### src/rtl/rst_sequencer.sv
// Reset sequencer: synchronizes chip reset release, holds all domains in reset,
// then releases them one at a time in index order; software request re-runs it.
module rst_sequencer #(
  parameter int NUM_DOM     = 4,
  parameter int SYNC_STAGES = 2,
  parameter int HOLD_CYC    = 8,
  parameter int STEP_CYC    = 4,
  parameter int CNT_W       = 8
) (
  input  logic               clk,
  input  logic               rst_n,
  input  logic               sw_rst_req,
  output logic [NUM_DOM-1:0] dom_rst_n,
  output logic               rst_done,
  output logic               sw_rst_ack
);

  localparam int IDX_W = (NUM_DOM > 1) ? $clog2(NUM_DOM) : 1;

  localparam logic [1:0] ST_HOLD = 2'd0;
  localparam logic [1:0] ST_REL  = 2'd1;
  localparam logic [1:0] ST_DONE = 2'd2;

  localparam logic [CNT_W-1:0] HOLD_LAST = CNT_W'(HOLD_CYC - 1);
  localparam logic [CNT_W-1:0] STEP_LAST = CNT_W'(STEP_CYC - 1);
  localparam logic [IDX_W-1:0] IDX_LAST  = IDX_W'(NUM_DOM - 1);

  logic [SYNC_STAGES-1:0] sync_q;
  logic                   sync_rst_n;
  logic [1:0]             state_q, state_d;
  logic [CNT_W-1:0]       cnt_q, cnt_d;
  logic [IDX_W-1:0]       idx_q, idx_d;
  logic [NUM_DOM-1:0]     dom_q, dom_d;
  logic                   done_q, done_d;
  logic                   ack_q, ack_d;

  // Assert asynchronously, release only after the chain fills with ones.
  always_ff @(posedge clk or negedge rst_n) begin
    if (!rst_n) sync_q <= '0;
    else        sync_q <= {sync_q[SYNC_STAGES-2:0], 1'b1};
  end

  assign sync_rst_n = sync_q[SYNC_STAGES-1];

  always_comb begin
    state_d = state_q;
    cnt_d   = cnt_q;
    idx_d   = idx_q;
    dom_d   = dom_q;
    done_d  = done_q;
    ack_d   = 1'b0;
    if (sync_rst_n) begin
      case (state_q)
        ST_HOLD: begin
          if (cnt_q == HOLD_LAST) begin
            state_d = ST_REL;
            cnt_d   = '0;
          end else begin
            cnt_d = cnt_q + CNT_W'(1);
          end
        end
        ST_REL: begin
          if (cnt_q == STEP_LAST) begin
            cnt_d = '0;
            idx_d = idx_q + IDX_W'(1);
            for (int k = 0; k < NUM_DOM; k++)
              if (IDX_W'(k) == idx_q) dom_d[k] = 1'b1;
            if (idx_q == IDX_LAST) begin
              state_d = ST_DONE;
              done_d  = 1'b1;
              idx_d   = '0;
            end
          end else begin
            cnt_d = cnt_q + CNT_W'(1);
          end
        end
        ST_DONE: begin
          // Requests only count here; during sequencing they are dropped.
          if (sw_rst_req) begin
            state_d = ST_HOLD;
            cnt_d   = '0;
            idx_d   = '0;
            dom_d   = '0;
            done_d  = 1'b0;
            ack_d   = 1'b1;
          end
        end
        default: begin
          state_d = ST_HOLD;
          cnt_d   = '0;
          idx_d   = '0;
          dom_d   = '0;
          done_d  = 1'b0;
        end
      endcase
    end
  end

  always_ff @(posedge clk or negedge rst_n) begin
    if (!rst_n) begin
      state_q <= ST_HOLD;
      cnt_q   <= '0;
      idx_q   <= '0;
      dom_q   <= '0;
      done_q  <= 1'b0;
      ack_q   <= 1'b0;
    end else begin
      state_q <= state_d;
      cnt_q   <= cnt_d;
      idx_q   <= idx_d;
      dom_q   <= dom_d;
      done_q  <= done_d;
      ack_q   <= ack_d;
    end
  end

  assign dom_rst_n  = dom_q;
  assign rst_done   = done_q;
  assign sw_rst_ack = ack_q;

endmodule

### config.mk
export PLATFORM = sky130hd
export DESIGN_NAME = rst_sequencer
export DESIGN_NICKNAME = d
export VERILOG_FILES = /design/src/rtl/rst_sequencer.sv
export SDC_FILE = /design/constraint.sdc
export NUM_CORES = 1
export LEC_CHECK = 0
export ABC_AREA = 1
export CAP_MARGIN = 5
export CORE_MARGIN = 4
export CORE_UTILIZATION = 35
export CTS_CLUSTER_DIAMETER = 100
export DETAILED_ROUTE_END_ITERATION = 8
export HOLD_SLACK_MARGIN = 0.1
export PLACE_DENSITY_LB_ADDON = 0.05
export SLEW_MARGIN = 10
export SYNTH_ARGS = -nofsm -noshare
export SYNTH_HDL_FRONTEND = slang
export SYNTH_SLANG_ARGS = --single-unit
export TNS_END_PERCENT = 1
### constraint.sdc
create_clock -name clk -period 2.78 [get_ports clk]
set_clock_uncertainty 0.05 [all_clocks]
set_input_delay 0.417 -clock clk [delete_from_list [all_inputs] [get_ports clk]]
set_output_delay 0.417 -clock clk [all_outputs]
set_load 0.02 [all_outputs]
* Word-level counts from Yosys, hierarchy flattened *
Cells that the tools add are included.

word-level totals
  input port bits = 3
  flip-flop bits (word level) = 20
  logic and storage cells = 65
  output and inout bits = 6

cells by class
  muxes and demuxes = 26
  bitwise gates (word level) = 1
  eq/ne operators = 16
  reductions and logical operators = 10
  add/sub/neg operators = 2

operators by type and width
  operator                                              number
  AND reduction 5 bit                                   6
  two-way mux 8 bit                                     3
  case mux 8 bit (3 select lines)                       1
  inequality test 2 bit (second input constant)         8
  two-way mux 2 bit                                     6
  case mux 2 bit (3 select lines)                       2
  case mux 4 bit (3 select lines)                       1
  two-way mux 1 bit                                     10
  adder 8 x 1 -> 8 bit (second input constant)          1
  equality test 8 x 2 -> 1 bit (second input constant)  1
  equality test 8 x 3 -> 1 bit (second input constant)  1
  two-way mux 4 bit                                     2
  equality test 2 bit (first input constant)            2
  equality test 2 bit (second input constant)           2
  logical NOT 2 bit                                     2
  AND reduction 4 bit                                   1
  case mux 1 bit (3 select lines)                       1
  adder 2 x 1 -> 2 bit (second input constant)          1
  equality test 1 x 2 -> 1 bit (first input constant)   1
  equality test 2 x 1 -> 1 bit (second input constant)  1
  AND reduction 2 bit                                   1
  NOT 1 bit                                             1

* Depth between registers and ports, before layout *
Gate-level depths: netlist of run 1.

  depth after elaboration = 4
  mapped depth = 8
  mapped depth without buffers = 8

* Worst setup path before layout of run 1 *
OpenSTA, ideal clock, no wires.

  kind = register to register
  start = reg cnt_q[1]
  end = reg state_q[0]
  path slack = 1.523 ns
  required time = 2.613 ns
  data arrival time = 1.090 ns
  setup time = 0.117 ns
  buffers on the path = 0
  stages on the path, launching flop included = 9
  period minus slack after synthesis = 1.257 ns
  path through = dfrtp_1 -> ha_1 -> nand3_1 -> nor2_1 -> nor2_1 -> nor2_1 -> nand2_1 -> nand2_1 -> nand2_1

on the way
  word-level cells in the longest chain between the ends = 3
  elaborated cells on any way between the ends = 5
  those cells by class = 4 x eq/ne; 1 x reduce/logical

RTL lines
  what                                                                          RTL line  RTL
  start, declared                                                               31        logic [CNT_W-1:0] cnt_q, cnt_d;
  start signal, assigned                                                        109       cnt_q <= cnt_d;
  equality test 8 x 2 -> 1 bit or equality test 8 x 3 -> 1 bit (tied branches)  63, 55
  inequality test 2 bit (no line)                                               --
  AND reduction 5 bit (no line) *                                               --
  end signal, assigned                                                          108       state_q <= state_d;
  end, declared                                                                 30        logic [1:0] state_q, state_d;

Every way passes the cells marked *; elsewhere a longest branch is shown, timed or not.
A chain may end at the register's enable or synchronous reset.

* Worst setup path after layout of run 1 *
  start = reg dom_q[3], in the netlist dom_rst_n[3]
  end = out dom_rst_n[3]

RTL lines
  what                    RTL line  RTL
  start, declared         33        logic [NUM_DOM-1:0] dom_q, dom_d;
  start signal, assigned  111       dom_q <= dom_d;
  end, declared           13        output logic [NUM_DOM-1:0] dom_rst_n,

No word-level cell between the ends.

==> impl_metrics.yaml, run 1 <==
hold_path:
  worstHoldPathType: "flop to flop"
  worst_hold_startpoint: "sync_q[0]$_DFF_PN0_"
  min_delay_path_depth: 0
  worst_hold_path.endpoint: "sync_q[1]$_DFF_PN0_"
synthesis:
  synth_nets: 148
  postSynthAreaPerCell_um2: 7.98
  synth_sequential_area_ratio_pct: 42.9
  post_synthesis_cell_type_count: 24
  synthesis.yosys.warnings: 0
  post_synth_instance_area_mm2: 0.00111
  ff_latch_count_synth: 19
  post_synth_inst_count: 139
final_layout:
  layout.filler_cells: 303
  n_antenna_cell: 0
  nNetsFinal: 160
  layout_commonest_cell: "nand2_1"
  post-route-cell-area_mm2: 0.00126
  final_cell_mix: "nand2_1, inv_1, dfrtp_1"
  area_growth_syn_to_layout_pct: 14.0
  layout_cell_share_with_drive_strength_beyond_1_pct: 12.0
sta:
  fin_tns_setup_ns: 0
  unrepaired_setup_endpoints_after_global_routing: "false"
  worstMarginPinSlew_ns: 0.858
  setup_slack_ns: 1.02
  timing.max_slew.rel_slack_pct: 42.6
  layout_worst_path_cycle_share_pct: 63.4
  max_clock_freq_ghz: 0.567
  setup_viol_count_final: 0
  drv_slew: 0
  hold_viol_final: 0
  finalWorstPathRequiredPeriod_ns: 1.76
detailed_routing:
  detail_route.drc_violations: 0
  drt_first_pass_iters: 3
  wire_per_inst_um: 11.4
  detailroute.via_count: 859
  drt-total-wl_um: 2220
  viasPerCell: 4.43
  antenna_left: 0
  drt_iter0_markers: 21
worst_setup_path:
  cp_required_ns: 2.31
  path_delay_family: "buffers and inverters"
  crit_path_top_delay_cell: "clkdlybuf4s50_1"
  worstReg2RegStart: "cnt_q[4]$_DFFE_PN0P_"
  regToRegEndpoint: "cnt_q[6]$_DFFE_PN0P_"
  reg2reg_depth: 6
  critical_path.max_stage_delay_ns: 0.62
  cp-startpoint: "dom_rst_n[3]$_DFFE_PN0P_"
  critical_path.cell_chain: "clkdlybuf4s50_1"
  worst_setup_path_end_kind: "output pin"
  crit_arrival_ns: 1.30
  cp_max_fo: 3
  startpoint_type: "flop"
  worstPathBufferInverterCount: 1
  setup.reg_to_reg.worst_slack_ns: 1.36
  timing.setup.critical_path_class: "flop to output pin"
pwr:
  seq_power_share_pct: 39.8
  cellLeakagePower_nw: 0.621
  ir_worst_vdd_mv: 0.279
  switching_part_of_the_total_pct: 45.4
  internal_power_of_the_cells_w: 0.000609
  clkPwrFrac_pct: 12.6
  power.share.combinational_pct: 47.6
  power_per_cell_area_mw_per_mm2: 882
  switching_power_w: 0.000506
die:
  design.core.area_mm2: 0.00305
  io_pins: 9
  die_area_mm2: 0.00413
  die_height_um: 64.3
  starting_density_of_the_core_pct: 36.3
  core.rowCount: 20
  floorplan.die.width_um: 64.3
placement:
  dp.final_hpwl_um: 1750
  detailedPlace.worstSlack_ns: 1.03
  detailed_place.area_mm2: 0.00124
  placement.io_buffers: 8
  placer_congestion_estimate: 0.774
grt:
  global_route.overflow_total: 0
  busiest_layer: "met2"
  track_usage_pct: 12.4
  via_count_of_the_first_global_routing_pass: 862
  grt.met1_usage_pct: 16.9
  gr-usage-met3_pct: 2.99
  grt_pass1_wl_um: 4010
  grt_start_max_net_pins: 20
  grt_use_met2_pct: 18.6
  grt_antenna_before_repair: 0
clocking:
  htreeDepth: 1
  ctsLongestPathBuffers: 2
  ctsRootBufferMaster: "clkbuf_4"
  clk_pin_slew_worst_paths_ns: 0.11
  cts_resized: 0
  numCtsBuffers: 3
  hold_buffers: 0
  clock_sinks: 19
  tritoncts_clock_tree: "built"
  postCtsSetupBuffers: 0
  clock_latency_ns: 0.29
status:
  outcome: "finished clean"
job:
  drv.max_cap_violation_count: 0
-- metrics by stage --
step	power, W	utilization (%)	std cells	hold slack, ns
global route	0.00123	41.4	194	0.326
global placement	0.000982	40.5	190	0.290
finish	0.00111	41.4	194	0.317
detailed placement	0.000986	40.5	190	0.294
CTS	0.00113	41.4	194	0.321
floorplan	0.000828	-	139	0.0714
-- power by group through the flow --
stage	sequential, W	combinational [W]	clock [W]
final	0.000443	0.000531	0.000141
after detailed placement	0.000449	0.000537	0
after CTS	0.000444	0.000538	0.000148
after global routing	0.000458	0.000601	0.000167
after global placement	0.000448	0.000534	0
after floorplan	0.000458	0.000370	0
-- how the worst max path moves through the flow --
stage | end | slack (ns) | cells after the start
3_5_place_dp | dom_rst_n[1]$_DFFE_PN0P_ | 1.03 | 7
2_1_floorplan | state_q[0]$_DFFE_PN0P_ | 1.52 | 8
4_1_cts | dom_rst_n[3] | 0.99 | 1
6_report | dom_rst_n[3] | 1.02 | 1
3_3_place_gp | dom_rst_n[0]$_DFFE_PN0P_ | 1.07 | 7
5_1_grt | rst_done | 0.93 | 1
-- cell families after synthesis --
kind of cell	synth area share, %
other	0.338
adders and majority gates	6.77
DFF	42.9
AOI/OAI and AO/OA	9.93
and+or+nand+nor	31.2
buffers and inverters	8.13
xor gates and xnor gates	0.790
-- cell usage after synthesis --
cell type   n  share of area (%)
nand2_1    31                 10
inv_1      21                7.1
dfrtp_1    19                 43
nor2_1     18                6.1
nand3_1    13                5.9
ha_1        6                6.8
a21oi_1     5                2.3
o21ai_0     3                1.4
o21ai_2     3                2.4
nand2_4     2                2.0
nand3_2     2                1.8
nor2_2      2                1.1
nor2_4      2                2.0
o21ai_1     2               0.90
a31o_2      1               0.79
buf_4       1               0.68
conb_1      1               0.34
inv_2       1               0.34
nand3b_1    1               0.68
nand4_1     1               0.56
nor3_1      1               0.45
o2111ai_1   1               0.79
o21ai_4     1                1.5
xnor2_1     1               0.79
-- final cells by class --
| type | instances | area [um^2] | share of cell area [%] |
|---|---|---|---|
| Multi-Input combinational cell | 97 | 543 | 43.0 |
| Inverter | 22 | 82.6 | 6.53 |
| Tap cell | 44 | 55.1 | 4.36 |
| Sequential cell | 19 | 475 | 37.6 |
| Clock inverter | 1 | 5.00 | 0.396 |
| Timing Repair Buffer | 8 | 80.1 | 6.34 |
| Clock buffer | 3 | 22.5 | 1.78 |
-- registers in the layout, indices dropped and copies added, names as in the netlist --
name	count
sw_rst_ack	1
idx_q	2
state_q	2
sync_q	2
cnt_q	8
dom_rst_n	4
-- per-layer routing --
layer  wire [um]  vias up  part of all wire [%]
met5           0        -                     0
met2         967        4                    44
met1        1180      395                    53
met3          51        2                   2.3
met4          21        0                  0.95
li1            -      458                     -
Note: power is estimated with default switching activity, not from simulation.
==> run 2, diff against run 1 <==
Clock period 2.78 ns to 1.42 ns, I/O delays scaled along.
==> impl_metrics.yaml, run 2 (synthesis results as in run 1) <==
status:
  outcome: "finished clean"
final_layout:
  nNetsFinal: 175
  layout_commonest_cell: "nand2_1"
  fin_cells: 209
  largest-register: "cnt_q"
  multi_input_area_um2: 646
  area_growth_syn_to_layout_pct: 33.0
  final_cell_mix: "nand2_1, inv_1, dfrtp_1"
  post-route-cell-area_mm2: 0.00147
  layout_cell_share_with_drive_strength_beyond_1_pct: 32.1
  layout.filler_cells: 302
  layout.area.seq_um2: 478
  layout.core_utilization_pct: 48.3
  largest_register_ff_count: 8
  n_antenna_cell: 0
grt:
  grt_pass1_wl_um: 4080
  track_usage_pct: 12.8
  grt_antenna_before_repair: 0
  via_count_of_the_first_global_routing_pass: 891
  grt_start_max_net_pins: 20
  global_route.overflow_total: 0
placement:
  detailed_place.area_mm2: 0.00133
  post-place-cells: 202
  placer_congestion_estimate: 0.772
  dp.final_hpwl_um: 1800
  placement.io_buffers: 8
worst_setup_path:
  cp_max_fo: 5
  cp-startpoint: "cnt_q[1]$_DFFE_PN0P_"
  worstReg2RegStart: "cnt_q[1]$_DFFE_PN0P_"
  worst_setup_path_end_kind: "flop"
  timing.setup.critical_path_class: "flop to flop"
  critical_path.max_stage_delay_ns: 0.45
  cp_required_ns: 1.60
  startpoint_type: "flop"
  critical_path.cell_chain: "ha_2, nand2_4, o21ai_4, nand3_1, a21oi_1"
  crit_path_top_delay_cell: "dfrtp_1"
  crit_arrival_ns: 1.58
  path_delay_family: "flip-flops"
  worstPathBufferInverterCount: 0
sta:
  drv_slew: 0
  layout_worst_path_cycle_share_pct: 98.3
  unrepaired_setup_endpoints_after_global_routing: "true"
  setup_viol_count_final: 0
  hold_viol_final: 0
  max_clock_freq_ghz: 0.717
  finalWorstPathRequiredPeriod_ns: 1.40
clocking:
  clock_latency_ns: 0.31
  ctsRootBufferMaster: "clkbuf_4"
  ctsLongestPathBuffers: 2
  htreeDepth: 1
  hold_buffers: 0
  numCtsBuffers: 3
  clock_sinks: 19
  tritoncts_clock_tree: "built"
  clk_pin_slew_worst_paths_ns: 0.12
detailed_routing:
  antenna_left: 0
  drt_iter0_markers: 38
  viasPerCell: 4.60
  drt-total-wl_um: 2560
  wire_per_inst_um: 12.2
  drt_first_pass_iters: 4
  detail_route.drc_violations: 0
  detailroute.via_count: 962
die:
  io_pins: 9
  core.rowCount: 20
  die_area_mm2: 0.00413
  starting_density_of_the_core_pct: 36.3
  design.core.area_mm2: 0.00305
  floorplan.die.width_um: 64.3
  die_height_um: 64.3
hold_path:
  worstHoldPathType: "input pin to async pin"
pwr:
  ir_worst_vdd_mv: 0.582
  cellLeakagePower_nw: 0.739
  power_per_cell_area_mw_per_mm2: 1700
job:
  drv.max_cap_violation_count: 0
run 2: cell types whose count changed in the layout (fill, tap and decap cells not counted), moves of 3 or more:
cell / previous run / this run
nand2_1: 31 / 26
nor2_4: 2 / 6
dlygate4sd2_1: 0 / 6
buf_4: 0 / 15
nor2_1: 18 / 11
clkdlybuf4s50_1: 8 / 2
nand2_2: 0 / 3
nor2_2: 2 / 5
run 2: stage by stage:
step                      hold slack, ns  TNS [ns]  power [W]  worst slack [ns]
final                              0.168         0    0.00251            0.0245
after global routing               0.187    -0.328    0.00274           -0.0459
after CTS                          0.180   -0.0174    0.00223           -0.0174
after detailed placement           0.295    -0.821    0.00198           -0.0926
after global placement             0.293    -0.673    0.00197           -0.0909
after floorplan                   -0.133         0    0.00162             0.163
run 2: worst paths after layout:
kind / end / slack, ns / cells after the start
min: cnt_q[3]$_DFFE_PN0P_ / 0.17 / 2
max: dom_rst_n[0]$_DFFE_PN0P_ / 0.02 / 5
max reg2reg: dom_rst_n[0]$_DFFE_PN0P_ / 0.02 / 5
min reg2reg: sync_q[1]$_DFF_PN0_ / 0.32 / 0
max in group asynchronous: state_q[1]$_DFFE_PN0P_ / 0.92 / 2
min in group clk: sync_q[1]$_DFF_PN0_ / 0.32 / 0
run 2: final cells by class:
class / instances / area share (%)
Timing Repair Buffer: 23 / 12.6
Tap cell: 44 / 3.74
Multi-Input combinational cell: 97 / 43.8
Sequential cell: 19 / 32.4
Inverter: 22 / 5.60
Clock buffer: 3 / 1.53
Clock inverter: 1 / 0.340
run 2: per-layer routing:
metal	vias up	wire length, um	GRT usage [%]
li1	485	-	-
met1	453	1220	17.4
met2	19	1220	20.0
met3	5	86	2.81
met4	0	35	4.75
met5	-	0	0
run 2: power breakdown:
part | switching (W) | internal (W) | total (W)
Sequential | 0.000192 | 0.000697 | 0.000889
Clock | 0.000187 | 0.000105 | 0.000292
Combinational | 0.000788 | 0.000542 | 0.00133
run 2: what timing repair did:
item	in CTS	in global routing
buffers inserted	0	3
setup endpoints to repair	7	15
resized for setup	6	29
pin swaps	0	12
